File: src/rtl/cmos_window_capture.sv
// rtl/cmos_window_capture.sv - CMOS sensor window crop, decimation, armed capture and geometry measurement
module cmos_window_capture #(
  parameter int DATA_SIZE = 10,
  parameter int CNT_W     = 16,
  parameter int FRAME_W   = 32
) (
  input  logic                 iCLK,
  input  logic                 iRST,
  input  logic [DATA_SIZE-1:0] iDATA,
  input  logic                 iFVAL,
  input  logic                 iLVAL,
  input  logic                 iSTART,
  input  logic                 iEND,
  input  logic [1:0]           iMODE,
  input  logic [7:0]           iNUM_FRAMES,
  input  logic [CNT_W-1:0]     iX_POS,
  input  logic [CNT_W-1:0]     iY_POS,
  input  logic [CNT_W-1:0]     iWIDTH,
  input  logic [CNT_W-1:0]     iHEIGHT,
  input  logic [1:0]           iDECIM,
  output logic [DATA_SIZE-1:0] oDATA,
  output logic                 oDVAL,
  output logic                 oSOF,
  output logic                 oEOF,
  output logic [CNT_W-1:0]     oX_Cont,
  output logic [CNT_W-1:0]     oY_Cont,
  output logic [CNT_W-1:0]     oTX_Cont,
  output logic [CNT_W-1:0]     oTY_Cont,
  output logic                 oGEO_VAL,
  output logic [FRAME_W-1:0]   oFrame_Cont,
  output logic                 oBUSY
);

  typedef enum logic [1:0] {IDLE, ARMED, CAPTURE} state_t;

  localparam logic [CNT_W-1:0] CNT_MAX = '1;
  localparam logic [CNT_W-1:0] CNT_ONE = CNT_W'(1);

  function automatic logic [CNT_W-1:0] sat_inc(input logic [CNT_W-1:0] v);
    return (v == CNT_MAX) ? v : v + CNT_ONE;
  endfunction

  state_t               state;
  logic [DATA_SIZE-1:0] rD;
  logic                 rF, rL, rF_d, run_d;
  logic [CNT_W-1:0]     x_cnt, y_cnt, max_len;
  logic                 y_started, stop_pend, sof_seen;
  logic [7:0]           frames_left;
  logic [1:0]           lmode, ldecim;
  logic [CNT_W-1:0]     lx0, ly0, lw, lh;

  logic                 run, f_rise, f_fall, l_rise, entering, cap_now, dval;
  logic [CNT_W-1:0]     x_cur, y_cur, line_len, ty_val;
  logic [CNT_W-1:0]     wx0, wy0, ww, wh;
  logic [1:0]           wdec;
  logic [CNT_W:0]       x_lo, x_hi, y_lo, y_hi, dx, dy;
  logic [2:0]           mask;
  logic                 in_x, in_y, dec_ok;

  assign run    = rF & rL;
  assign f_rise = rF & ~rF_d;
  assign f_fall = ~rF & rF_d;
  assign l_rise = run & ~run_d;

  // Pixel/line index of the pixel currently held in stage 1
  always_comb begin
    x_cur = '0;
    if (run) x_cur = run_d ? sat_inc(x_cnt) : '0;
    y_cur = '0;
    if (rF) begin
      if (l_rise) y_cur = y_started ? sat_inc(y_cnt) : '0;
      else        y_cur = y_cnt;
    end
    line_len = sat_inc(x_cur);
    ty_val   = y_started ? sat_inc(y_cnt) : '0;
  end

  // Window test; on the entry cycle the live configuration is used since it is being latched
  always_comb begin
    entering = (state == ARMED) & f_rise & ~iEND;
    cap_now  = (state == CAPTURE) | entering;
    wx0  = entering ? iX_POS  : lx0;
    wy0  = entering ? iY_POS  : ly0;
    ww   = entering ? iWIDTH  : lw;
    wh   = entering ? iHEIGHT : lh;
    wdec = entering ? iDECIM  : ldecim;
    x_lo = {1'b0, wx0};
    y_lo = {1'b0, wy0};
    x_hi = x_lo + {1'b0, ww};
    y_hi = y_lo + {1'b0, wh};
    dx   = {1'b0, x_cur} - x_lo;
    dy   = {1'b0, y_cur} - y_lo;
    in_x = ({1'b0, x_cur} >= x_lo) && ({1'b0, x_cur} < x_hi);
    in_y = ({1'b0, y_cur} >= y_lo) && ({1'b0, y_cur} < y_hi);
    case (wdec)
      2'd0:    mask = 3'b000;
      2'd1:    mask = 3'b001;
      2'd2:    mask = 3'b011;
      default: mask = 3'b111;
    endcase
    dec_ok = ((dx[2:0] & mask) == 3'b000) && ((dy[2:0] & mask) == 3'b000);
    dval   = cap_now & run & in_x & in_y & dec_ok;
  end

  // Stage 1: register sensor pins and keep previous sync values for edge detection
  always_ff @(posedge iCLK) begin
    if (iRST) begin
      rD <= '0; rF <= 1'b0; rL <= 1'b0; rF_d <= 1'b0; run_d <= 1'b0;
    end else begin
      rD <= iDATA; rF <= iFVAL; rL <= iLVAL; rF_d <= rF; run_d <= run;
    end
  end

  // Free-running counters, geometry measurement and frame count
  always_ff @(posedge iCLK) begin
    if (iRST) begin
      x_cnt <= '0; y_cnt <= '0; y_started <= 1'b0; max_len <= '0;
      oX_Cont <= '0; oY_Cont <= '0; oTX_Cont <= '0; oTY_Cont <= '0;
      oGEO_VAL <= 1'b0; oFrame_Cont <= '0;
    end else begin
      x_cnt     <= x_cur;
      y_cnt     <= y_cur;
      y_started <= rF & (y_started | l_rise);
      oX_Cont   <= x_cur;
      oY_Cont   <= y_cur;
      oGEO_VAL  <= f_fall;
      if (f_fall) begin
        oTX_Cont <= max_len;
        oTY_Cont <= ty_val;
      end
      if (!rF) max_len <= '0;
      else if (run && line_len > max_len) max_len <= line_len;
      if (f_rise) oFrame_Cont <= oFrame_Cont + 1'b1;
    end
  end

  // Output pixel stage: data holds when not valid, SOF marks first valid pixel of a frame
  always_ff @(posedge iCLK) begin
    if (iRST) begin
      oDATA <= '0; oDVAL <= 1'b0; oSOF <= 1'b0; sof_seen <= 1'b0;
    end else begin
      oDVAL <= dval;
      oSOF  <= dval & (entering | ~sof_seen);
      if (dval) oDATA <= rD;
      if (entering)  sof_seen <= dval;
      else if (dval) sof_seen <= 1'b1;
    end
  end

  // Capture control FSM: arm, whole-frame capture, mode-dependent re-arm, deferred stop
  always_ff @(posedge iCLK) begin
    if (iRST) begin
      state <= IDLE; oBUSY <= 1'b0; oEOF <= 1'b0; stop_pend <= 1'b0;
      frames_left <= '0; lmode <= '0; ldecim <= '0;
      lx0 <= '0; ly0 <= '0; lw <= '0; lh <= '0;
    end else begin
      oEOF <= 1'b0;
      case (state)
        IDLE: begin
          if (iSTART && !iEND) begin
            state       <= ARMED;
            oBUSY       <= 1'b1;
            lmode       <= iMODE;
            frames_left <= (iNUM_FRAMES == 8'd0) ? 8'd1 : iNUM_FRAMES;
          end
        end
        ARMED: begin
          if (iEND) begin
            state <= IDLE;
            oBUSY <= 1'b0;
          end else if (f_rise) begin
            state     <= CAPTURE;
            stop_pend <= 1'b0;
            lx0 <= iX_POS; ly0 <= iY_POS; lw <= iWIDTH; lh <= iHEIGHT; ldecim <= iDECIM;
          end
        end
        CAPTURE: begin
          if (f_fall) begin
            oEOF      <= 1'b1;
            stop_pend <= 1'b0;
            if (stop_pend || iEND || lmode == 2'd1 || lmode == 2'd3 ||
                (lmode == 2'd2 && frames_left <= 8'd1)) begin
              state <= IDLE;
              oBUSY <= 1'b0;
            end else begin
              state <= ARMED;
              if (lmode == 2'd2) frames_left <= frames_left - 8'd1;
            end
          end else if (iEND) begin
            stop_pend <= 1'b1;
          end
        end
        default: begin
          state <= IDLE;
          oBUSY <= 1'b0;
        end
      endcase
    end
  end

endmodule
File: config.mk
export PLATFORM = sky130hd
export DESIGN_NAME = cmos_window_capture
export DESIGN_NICKNAME = d
export VERILOG_FILES = /design/src/rtl/cmos_window_capture.sv
export SDC_FILE = /design/constraint.sdc
export NUM_CORES = 1
export LEC_CHECK = 0
export ABC_CLOCK_PERIOD_IN_PS = 10100
export CORE_UTILIZATION = 30
export DETAILED_ROUTE_END_ITERATION = 8
export SLEW_MARGIN = 20
export SYNTH_ARGS = -nofsm -noshare
export SYNTH_HDL_FRONTEND = slang
export SYNTH_SLANG_ARGS = --single-unit
File: constraint.sdc
create_clock -name iCLK -period 10.1 [get_ports iCLK]
set_clock_uncertainty 0.1 [all_clocks]
set_input_delay 2.525 -clock iCLK [delete_from_list [all_inputs] [get_ports iCLK]]
set_output_delay 2.525 -clock iCLK [all_outputs]
set_load 0.02 [all_outputs]
-- Word level (Yosys, flattened, before mapping)
Cells that the tools add are included.
- memory bits (writable): 0
- register bits: 222
- memories kept: 0
- latch bits: 0
- memory bits (read-only): 0
- logic and storage cells: 152
- $lt $le $gt $ge: 6
- divide/modulo/power cells: 0
- bitwise operators: 23
- multipliers: 0
- reductions and logical operators: 27
- shift operators: 0
- eq/ne operators: 20
- multiplexer cells: 39
- add/sub/neg operators: 9
- operators by type and width (operator ; count):
    16-bit 2-to-1 mux ; 12
    16-bit by 1-bit adder with 16-bit output (second input constant) ; 3
    16-bit equality test (second input constant) ; 3
    8-bit 2-to-1 mux ; 5
    16-bit by 16-bit adder with 17-bit output ; 2
    16-bit by 17-bit less-than comparator with 1-bit output ; 2
    32-bit by 1-bit adder with 32-bit output (second input constant) ; 1
    16-bit greater-or-equal comparator ; 2
    16-bit > comparator ; 1
    8-bit one-hot mux with 2 select lines ; 1
    1-bit AND ; 12
    1-bit 2-to-1 mux ; 12
    2-bit inequality test (second input constant) ; 6
    2-bit 2-to-1 mux ; 5
    3-bit one-hot mux with 3 select lines ; 1
    2-bit equality test (second input constant) ; 4
    8-bit by 1-bit <= comparator with 1-bit output (second input constant) ; 1
    8-bit logical NOT ; 1
    4-bit AND reduction ; 2
    8-bit by 1-bit subtractor with 8-bit output (second input constant) ; 1
    3-bit AND ; 2
    2-bit by 1-bit equality test with 1-bit output (second input constant) ; 3
    1-bit logical AND ; 6
    3-bit logical NOT ; 2
    16 further kinds ; 34

-- Longest topological paths before layout
Gate-level depths: netlist (run 1).
- depth in word-level cells: 13
- depth in mapped cells: 28
- depth with buffers taken out: 23

-- Worst setup path before layout (run 1)
No wires, ideal clock.
- path kind: input to register
- start: input iEND
- end: register oDATA[7]
- setup time: 0.071 ns
- path slack: 2.068 ns
- arrival time: 7.861 ns
- path buffers: 3
- stages: 25
- cell sequence: nor3b_1 nand2_1 clkbuf_1 clkbuf_1 mux2i_1 inv_1 ha_1 a21o_1 a21oi_1 o21ai_0 a311oi_1 o21ai_0 a41o_1 a21oi_1 xor2_1 ha_1 and3_1 a221oi_1 o21ai_0 a2111oi_0 a211o_1 o31a_1 clkbuf_1 nand3_1 a21oi_1
- word-level cells in the longest chain between the ends: 9
- elaborated cells between the ends (all ways): 31
- those cells by class: add/sub (4); order compare (4); eq/ne (2); mux (6); bitwise (9); reduce/logical (6)
- RTL lines (item ; line ; text):
    start: declaration ; 13 ; input logic iEND,
    1-bit NOT (no line) * ; -- ;
    1-bit AND * ; 80 ; entering = (state == ARMED) & f_rise & ~iEND;
    16-bit 2-to-1 mux (tied with other cells) ; 82 ; wx0 = entering ? iX_POS : lx0;
    16-bit by 16-bit adder with 17-bit output (tied with other cells) ; 89 ; x_hi = x_lo + {1'b0, ww};
    16-bit by 17-bit less-than comparator with 1-bit output or 3-bit one-hot mux with 3 select lines (tied branches) ; 93, 95 ;
    1-bit logical AND or 3-bit AND (tied branches) ; 93, 101 ;
    1-bit AND or 3-bit logical NOT (tied branches) ; 102, 101 ;
    1-bit AND or 1-bit logical AND (tied branches) ; 102, 101 ;
    1-bit AND * ; 102 ; dval = cap_now & run & in_x & in_y & dec_ok;
    end signal: assignment ; 144 ; if (dval) oDATA <= rD;
    end: declaration ; 21 ; output logic [DATA_SIZE-1:0] oDATA,
Mark *: on every way between the ends. The rest lies on a longest branch, timed or not.
A chain may end at the register's enable or synchronous reset.

-- Worst setup path after layout (run 1)
- start: input iEND
- end: register oSOF
- word-level cells in the longest chain between the ends: 10
- elaborated cells between the ends (all ways): 33
- those cells by class: add/sub (4); order compare (4); eq/ne (2); mux (6); bitwise (11); reduce/logical (6)
- RTL lines (item ; line ; text):
    1-bit NOT (no line) * ; -- ;
    1-bit AND * ; 80 ;
    16-bit 2-to-1 mux (tied with other cells) ; 82 ;
    16-bit by 16-bit adder with 17-bit output (tied with other cells) ; 89 ;
    16-bit by 17-bit less-than comparator with 1-bit output or 3-bit one-hot mux with 3 select lines (tied branches) ; 93, 95 ;
    1-bit logical AND or 3-bit AND (tied branches) ; 93, 101 ;
    1-bit AND or 3-bit logical NOT (tied branches) ; 102, 101 ;
    1-bit AND or 1-bit logical AND (tied branches) ; 102, 101 ;
    1-bit AND ; 102 ;
    1-bit AND * ; 143 ; oSOF <= dval & (entering | ~sof_seen);
    end signal: assignment ; 143 ;
    end: declaration ; 23 ; output logic oSOF,
Marked as above.

==> results of run 1 <==
-- kinds of logic after synthesis --
group | share of synthesized area [%]
buffers and inverters | 5.01
and+or+nand+nor | 25.2
muxes | 3.03
AOI/OAI and AO/OA | 16.4
adders and majority gates | 11.6
xor gates and xnor gates | 5.23
DFF | 33.6
-- cell usage after synthesis (all sizes together) (37+ instances only) --
library cell | count | share of area [%]
dfxtp | 222 | 34
xor2 | 42 | 2.8
nor2 | 147 | 4.3
a21oi | 97 | 3.7
nand3 | 55 | 2.1
mux2i | 40 | 3.0
xnor2 | 37 | 2.4
ha | 116 | 11
o21ai | 84 | 3.2
nand2 | 231 | 6.6
nor2b | 67 | 3.2
inv | 87 | 2.5
nor3 | 45 | 1.8
clkbuf | 60 | 1.8
-- routing by layer --
| layer | vias to the layer above | track usage, % |
|---|---|---|
| li1 | 6075 | - |
| met1 | 5665 | 24.2 |
| met2 | 322 | 27.2 |
| met3 | 54 | 3.16 |
| met4 | 0 | 4.47 |
| met5 | - | 0 |
-- power by group through the flow --
stage	sequential (mW)	combinational (mW)	clock (mW)
after CTS	0.891	0.146	0.954
final	0.891	0.145	0.923
after detailed placement	0.910	0.145	0
after global routing	0.892	0.160	0.985
after global placement	0.910	0.144	0
after floorplan	0.909	0.0753	0
-- worst register-to-register path, stage by stage, from the launching register on --
cell and delay [ns]:
sky130_fd_sc_hd__dfxtp_1 0.42, sky130_fd_sc_hd__nor3b_1 0.70, sky130_fd_sc_hd__nand2_4 0.44, sky130_fd_sc_hd__mux2i_1 0.49, sky130_fd_sc_hd__inv_1 0.15, sky130_fd_sc_hd__ha_1 0.31, sky130_fd_sc_hd__a21o_1 0.18, sky130_fd_sc_hd__a21oi_1 0.26
sky130_fd_sc_hd__o21ai_0 0.19, sky130_fd_sc_hd__a311oi_1 0.37, sky130_fd_sc_hd__o21ai_0 0.19, sky130_fd_sc_hd__a41o_1 0.26, sky130_fd_sc_hd__a21oi_1 0.16, sky130_fd_sc_hd__xor2_1 0.17, sky130_fd_sc_hd__ha_1 0.26, sky130_fd_sc_hd__and3_1 0.22
sky130_fd_sc_hd__a221oi_1 0.24, sky130_fd_sc_hd__o21ai_0 0.18, sky130_fd_sc_hd__a2111oi_0 0.43, sky130_fd_sc_hd__a211o_1 0.30, sky130_fd_sc_hd__o31a_1 0.44, sky130_fd_sc_hd__nand2_1 0.17, sky130_fd_sc_hd__nor3b_1 0.21
-- path summary, 6_finish.rpt --
kind	end	slack, ns	cells past startpoint
max	oSOF$_SDFF_PP0_	1.14	23
min	oDATA[8]$_SDFFE_PP0P_	0.35	2
max reg2reg	oSOF$_SDFF_PP0_	3.16	22
min reg2reg	oDATA[8]$_SDFFE_PP0P_	0.35	2
-- cell type report --
class                           count  area (um2)  share of cell area [%]
Sequential cell                   222        4440                    26.8
Clock inverter                      3        45.0                   0.272
Multi-Input combinational cell   1259        8140                    49.1
Inverter                           88         330                    1.99
Tap cell                          585         732                    4.42
Timing Repair Buffer              212        2100                    12.7
Clock buffer                       39         781                    4.71
-- stage by stage --
stage / power [mW] / hold WS [ns] / cells
after floorplan: 0.985 / 0.329 / 1640
after global placement: 1.05 / 0.348 / 2366
after detailed placement: 1.06 / 0.344 / 2366
after CTS: 1.99 / 0.358 / 2408
after global routing: 2.04 / 0.381 / 2408
final: 1.96 / 0.354 / 2408
-- state kept, by name, indices dropped and copies added (netlist names), 16 cells and up --
register     count
oFrame_Cont     32
lw              16
lx0             16
lh              16
ly0             16
oTY_Cont        16
oTX_Cont        16
y_cnt           16
x_cnt           16
max_len         16
==> results.md, run 1 <==
- Worst setup EP type: register
- TritonRoute pass-1 iters: 7
- Part of the cycle the worst path needs: 88.7%
- Worst reg2reg path startpoint: state[0]$_SDFFE_PP0P_
- HPWL after detailed placement: 31,000 um
- Maximum VDD drop: 0.104 mV
- Most frequent cells in the layout: sky130_fd_sc_hd__nand2_1, sky130_fd_sc_hd__dfxtp_1, sky130_fd_sc_hd__clkdlybuf4s50_1
- Number of setup violations in the final report: 0
- Critical Path RT: 10.45 ns
- Warnings from Yosys: 0
- Share of flip-flops with an asynchronous set or reset: 0%
- Power share of the combinational group: 7.4%
- Final core utilization: 38.3%
- Count of unresolved DRC violations after routing: 0
- Residual overflow from global routing: 0
- Biggest fanout along the worst timing path: 32
- Layout cell share with drive strength beyond 1: 4.28%
- Setup Slack @ Placement: 0.545 ns
- Vias per inst: 5.03
- Mean post-synth cell area: 8.07 um2
- Hold Violations, Final: 0
- Crit path time final: 8.96 ns
- Highest Signal Layer: met4
- Met1 Wirelength: 19,300 um
- Total Routing Usage GR: 17.3%
- Width of the die: 212 um
- Most common library cell in the layout ignoring fill and taps: sky130_fd_sc_hd__nand2_1
- Number of ports placed on the die boundary: 203
- Clock tree root driver cell: sky130_fd_sc_hd__clkbuf_16
- Clock share of power: 47.1%
- Primary FF master, synth: sky130_fd_sc_hd__dfxtp_1
- Relative contribution of sequential cells to total power: 45.5%
- Cell family with the largest share of critical-path delay: compound AO/OA/AOI/OAI gates
- Max capacitance violation total: 0
- Worst path setup slack after routing: 1.14 ns
- Post-synthesis cell count: 1,640
- CTS resizes: 0
- Setup total negative slack: 0 ns
- Vias: 12,100
- Static Leakage: 7.09 nW
- Cell occurring most often along the worst timing path: sky130_fd_sc_hd__o21ai_0
- Arrival time at the worst endpoint: 9.31 ns
- Cells along the critical path: clkdlybuf4s50_1 -> nor3b_1 -> nand2_4 -> mux2i_1 -> inv_1 -> ha_1 -> a21o_1 -> a21oi_1 -> o21ai_0 -> a311oi_1 -> o21ai_0 -> a41o_1 -> a21oi_1 -> xor2_1 -> ha_1 -> and3_1 -> a221oi_1 -> o21ai_0 -> a2111oi_0 -> a211o_1 -> o31a_1 -> nand2_1 -> nor3b_1
- Clock Tree Buf Depth: 3
- Number of enable flip-flop cells after synthesis: 0
- Number of buffers added to fix hold violations after cts: 0
- Wire length of the first global-routing pass: 62,500 um
- TritonCTS Buffers: 26
- Longest individual stage delay on the worst path: 0.69 ns
- Total length of routed met3 wires: 2300 um
- Met2 WL post-DR: 17,600 um
- Start point of the worst min-delay path: rD[8]$_SDFF_PP0_
- Final #Nets: 2,021
- Number of buffer cells added on primary ports: 202
- Floorplan die height: 212 um
- Yosys reg bits: 222
- Number of antenna violations at the first check in global routing: 0
- DRT antenna net count: 0
- Highest Clock Rate: 112 MHz
- Clock latency of the later-clocked register in the worst-skew pair: 0.55 ns
- Area of the die: 0.0450 mm2
- Synthesized cell area: 0.0132 mm2
- Via count of the first global-routing pass: 11,400
- Initial DRC count: 673
- Number of distinct library cells after synthesis: 86
- Initial core utilization: 30.6%
- WP buf/inv: 2
- Routability-driven placement congestion ratio: 0.872
- Syn_nets: 1,852
- Share of the yosys chip area belonging to registers: 33.6%
- Number of pins exceeding their max-slew limit in the final report: 0
- Critical path type: input port to register
- Fill cell total of the finished layout: 4,437
- Area grow syn2layout: 25.2%
- Net switching power: 0.457 mW
- Path type of the worst min-delay path: register to register
- Post-CTS repair timing setup buffer count: 0
- Area post-placement: 0.0157 mm2
- Worst Tran Pin Value: 1.00 ns
- Worst setup path startpoint: iEND
- Post-CTS clock slew at the launch and capture registers of the worst setup and hold paths: 0.06 ns
- Diode insertion count for antenna repair: 0
- Pwr Density: 118 mW/mm2
- Net switching fraction of the power: 23.3%
- Average wire per cell in the routed design: 16.7 um
- Worst-path cell with the longest stage delay: sky130_fd_sc_hd__nor3b_1
- Slew Limit Headroom: 33.0%
- Internal Dissipation: 1.50 mW
- TritonCTS clock tree: yes
- Startpoint type of the worst setup path: input port
- Setup repair after global routing missed its margin: no
- Pin count of the biggest net entering global routing: 111
- Number of core rows: 76
- Detailed Route WL: 40,100 um
- Num Clock Sinks: 222
- Floorplan Core Area: 0.0433 mm2
- Final design area excluding fillers: 0.0166 mm2
- Number of H-tree branching levels: 1
- Status: completed
(Power assumes the default switching activity.)
==> inputs of run 2 (changes only) <==
Settings changed: CORE_UTILIZATION 30 to 50, PLACE_DENSITY set to 0.75.
==> run 2 against run 1 <==
Worst setup slack better by 0.41 ns; sequential cell count unchanged; highest routed layer unchanged; die area down 40%; combinational power down 5%; critical path depth up 1; power about the same; register-to-register slack worse by 0.26 ns; count of clock-buffer cells in the layout down 3; largest power group unchanged; sequential share of layout area up 0.51 points; core utilization up 24 points; wire length down 8.8%; worst hold slack worse by 0.010 ns.
==> results.md, run 2 (synthesized netlist as in run 1, its figures left out) <==
- Wire length of the first global-routing pass: 58,400 um
- Status: completed
- Vias per inst: 5.68
- Vias: 12,300
- Critical Path RT: 10.45 ns
- Path depth of the worst reg2reg path: 23
- Pwr Density: 120 mW/mm2
- DRT antenna net count: 0
- Width of the die: 165 um
- CTS resizes: 0
- Routability-driven placement congestion ratio: 0.966
- Setup total negative slack: 0 ns
- Part of the cycle the worst path needs: 84.6%
- Startpoint type of the worst setup path: input port
- Highest Clock Rate: 117 MHz
- Average wire per cell in the routed design: 17.0 um
- Initial DRC count: 848
- Count of unresolved DRC violations after routing: 0
- Clock Tree Buf Depth: 3
- Pin count of the biggest net entering global routing: 114
- Setup repair after global routing missed its margin: no
- Hold Violations, Final: 0
- HPWL after detailed placement: 27,500 um
- TritonRoute pass-1 iters: 5
- Area grow syn2layout: 22.9%
- Worst reg2reg path startpoint: rF$_SDFF_PP0_
- Worst-case hold path end point: oDATA[9]$_SDFFE_PP0P_
- Layout cell share with drive strength beyond 1: 4.44%
- Crit path time final: 8.55 ns
- Post-CTS clock slew at the launch and capture registers of the worst setup and hold paths: 0.06 ns
- Clock latency of the later-clocked register in the worst-skew pair: 0.53 ns
- Register with the most flip-flops: oFrame_Cont
- Number of H-tree branching levels: 1
- Diode insertion count for antenna repair: 0
- RR Endpoint: oDATA[1]$_SDFFE_PP0P_
- Hold Path Cell Cnt: 2
- TritonCTS clock tree: yes
- Start point of the worst min-delay path: rD[9]$_SDFF_PP0_
- Biggest fanout along the worst timing path: 30
- TritonCTS Buffers: 25
- Num Clock Sinks: 222
- Via count of the first global-routing pass: 11,600
- Critical path type: input port to register
- Total Routing Usage GR: 26.8%
- Number of setup violations in the final report: 0
- Final core utilization: 62.6%
- Slew Limit Headroom: 22.9%
- Number of antenna violations at the first check in global routing: 0
- Post-CTS repair timing setup buffer count: 0
- Clock tree root driver cell: sky130_fd_sc_hd__clkbuf_16
- Most frequent cells in the layout: sky130_fd_sc_hd__nand2_1, sky130_fd_sc_hd__dfxtp_1, sky130_fd_sc_hd__clkdlybuf4s50_1
- Hold slack: 0.343 ns
- Number of buffers added to fix hold violations after cts: 0
- Path type of the worst min-delay path: register to register
- Number of ports placed on the die boundary: 203
- Internal reg-to-reg setup slack: 2.90 ns
- Number of flip-flops in the largest register: 32
- Most common library cell in the layout ignoring fill and taps: sky130_fd_sc_hd__nand2_1
- Worst setup EP type: register
- Number of core rows: 59
- Arrival time at the worst endpoint: 8.90 ns
- Residual overflow from global routing: 0
- Static Leakage: 7.10 nW
- Final #Nets: 2,018
- Floorplan die height: 165 um
- Number of buffer cells added on primary ports: 202
- Worst Tran Pin Value: 1.15 ns
- Max capacitance violation total: 0
- Maximum VDD drop: 0.114 mV
- Floorplan Core Area: 0.0260 mm2
- Detailed Route WL: 36,600 um
- Fill cell total of the finished layout: 2,292
- Number of pins exceeding their max-slew limit in the final report: 0
- Initial core utilization: 50.9%
- Area of the die: 0.0271 mm2
run 2: routing by layer:
metal | GRT usage (%) | up-vias | share of wire, %
li1 | - | 6089 | -
met5 | 0 | - | 0
met4 | 8.76 | 0 | 3.1
met1 | 36.2 | 5702 | 46
met2 | 43.7 | 410 | 45
met3 | 3.72 | 65 | 6.0
run 2: layout make-up:
cell class,count,area [um2],share of cell area [%]
clock buffers,36,737,4.53
clock inverters,10,113,0.693
inverters,88,330,2.03
multi-input cells,1259,8130,50.0
flip-flops and latches,222,4440,27.3
well taps,335,419,2.58
repair buffers,210,2080,12.8
run 2: worst max-delay path by stage:
stage | from | to | slack [ns] | cells past startpoint
floorplan | iEND | oDATA[7]$_SDFFE_PP0P_ | 2.07 | 25
CTS | iEND | oDATA[1]$_SDFFE_PP0P_ | 1.68 | 24
finish | iEND | oDATA[1]$_SDFFE_PP0P_ | 1.55 | 24
global route | iEND | oDATA[3]$_SDFFE_PP0P_ | 1.08 | 24
detailed placement | iEND | oDATA[1]$_SDFFE_PP0P_ | 1.13 | 24
global placement | iEND | oDATA[0]$_SDFFE_PP0P_ | 1.37 | 24
run 2: metrics by stage:
step | cells | total power [mW] | worst slack (ns) | area, um2
after floorplan | 1640 | 0.985 | 2.07 | 13200
after global placement | 2114 | 1.05 | 1.37 | 15400
after detailed placement | 2114 | 1.05 | 1.13 | 15400
after CTS | 2160 | 1.98 | 1.68 | 16300
after global routing | 2160 | 2.02 | 1.08 | 16300
final | 2160 | 1.96 | 1.55 | 16300
run 2: worst max-delay path: stages:
cell	delay (ns)
sky130_fd_sc_hd__clkdlybuf4s50_1	0.52
sky130_fd_sc_hd__nor3b_1	0.07
sky130_fd_sc_hd__buf_4	0.17
sky130_fd_sc_hd__nand2_4	0.34
sky130_fd_sc_hd__mux2i_1	0.45
sky130_fd_sc_hd__inv_1	0.15
sky130_fd_sc_hd__ha_1	0.31
sky130_fd_sc_hd__a21o_1	0.17
sky130_fd_sc_hd__a21oi_1	0.25
sky130_fd_sc_hd__o21ai_0	0.18
sky130_fd_sc_hd__a311oi_1	0.37
sky130_fd_sc_hd__o21ai_0	0.19
sky130_fd_sc_hd__a41o_1	0.26
sky130_fd_sc_hd__a21oi_1	0.17
sky130_fd_sc_hd__xor2_1	0.09
sky130_fd_sc_hd__ha_1	0.29
sky130_fd_sc_hd__and3_1	0.19
sky130_fd_sc_hd__nand2_1	0.06
sky130_fd_sc_hd__o21ai_0	0.27
sky130_fd_sc_hd__a2111oi_0	0.13
sky130_fd_sc_hd__a211o_1	0.36
sky130_fd_sc_hd__o31ai_1	0.92
sky130_fd_sc_hd__o21ai_0	0.25
sky130_fd_sc_hd__a21oi_1	0.19
run 2: where the power goes:
group          switching, mW  total (mW)  internal [mW]
combinational         0.0747       0.138         0.0637
clock                  0.370       0.928          0.558
sequential           0.00754       0.892          0.885
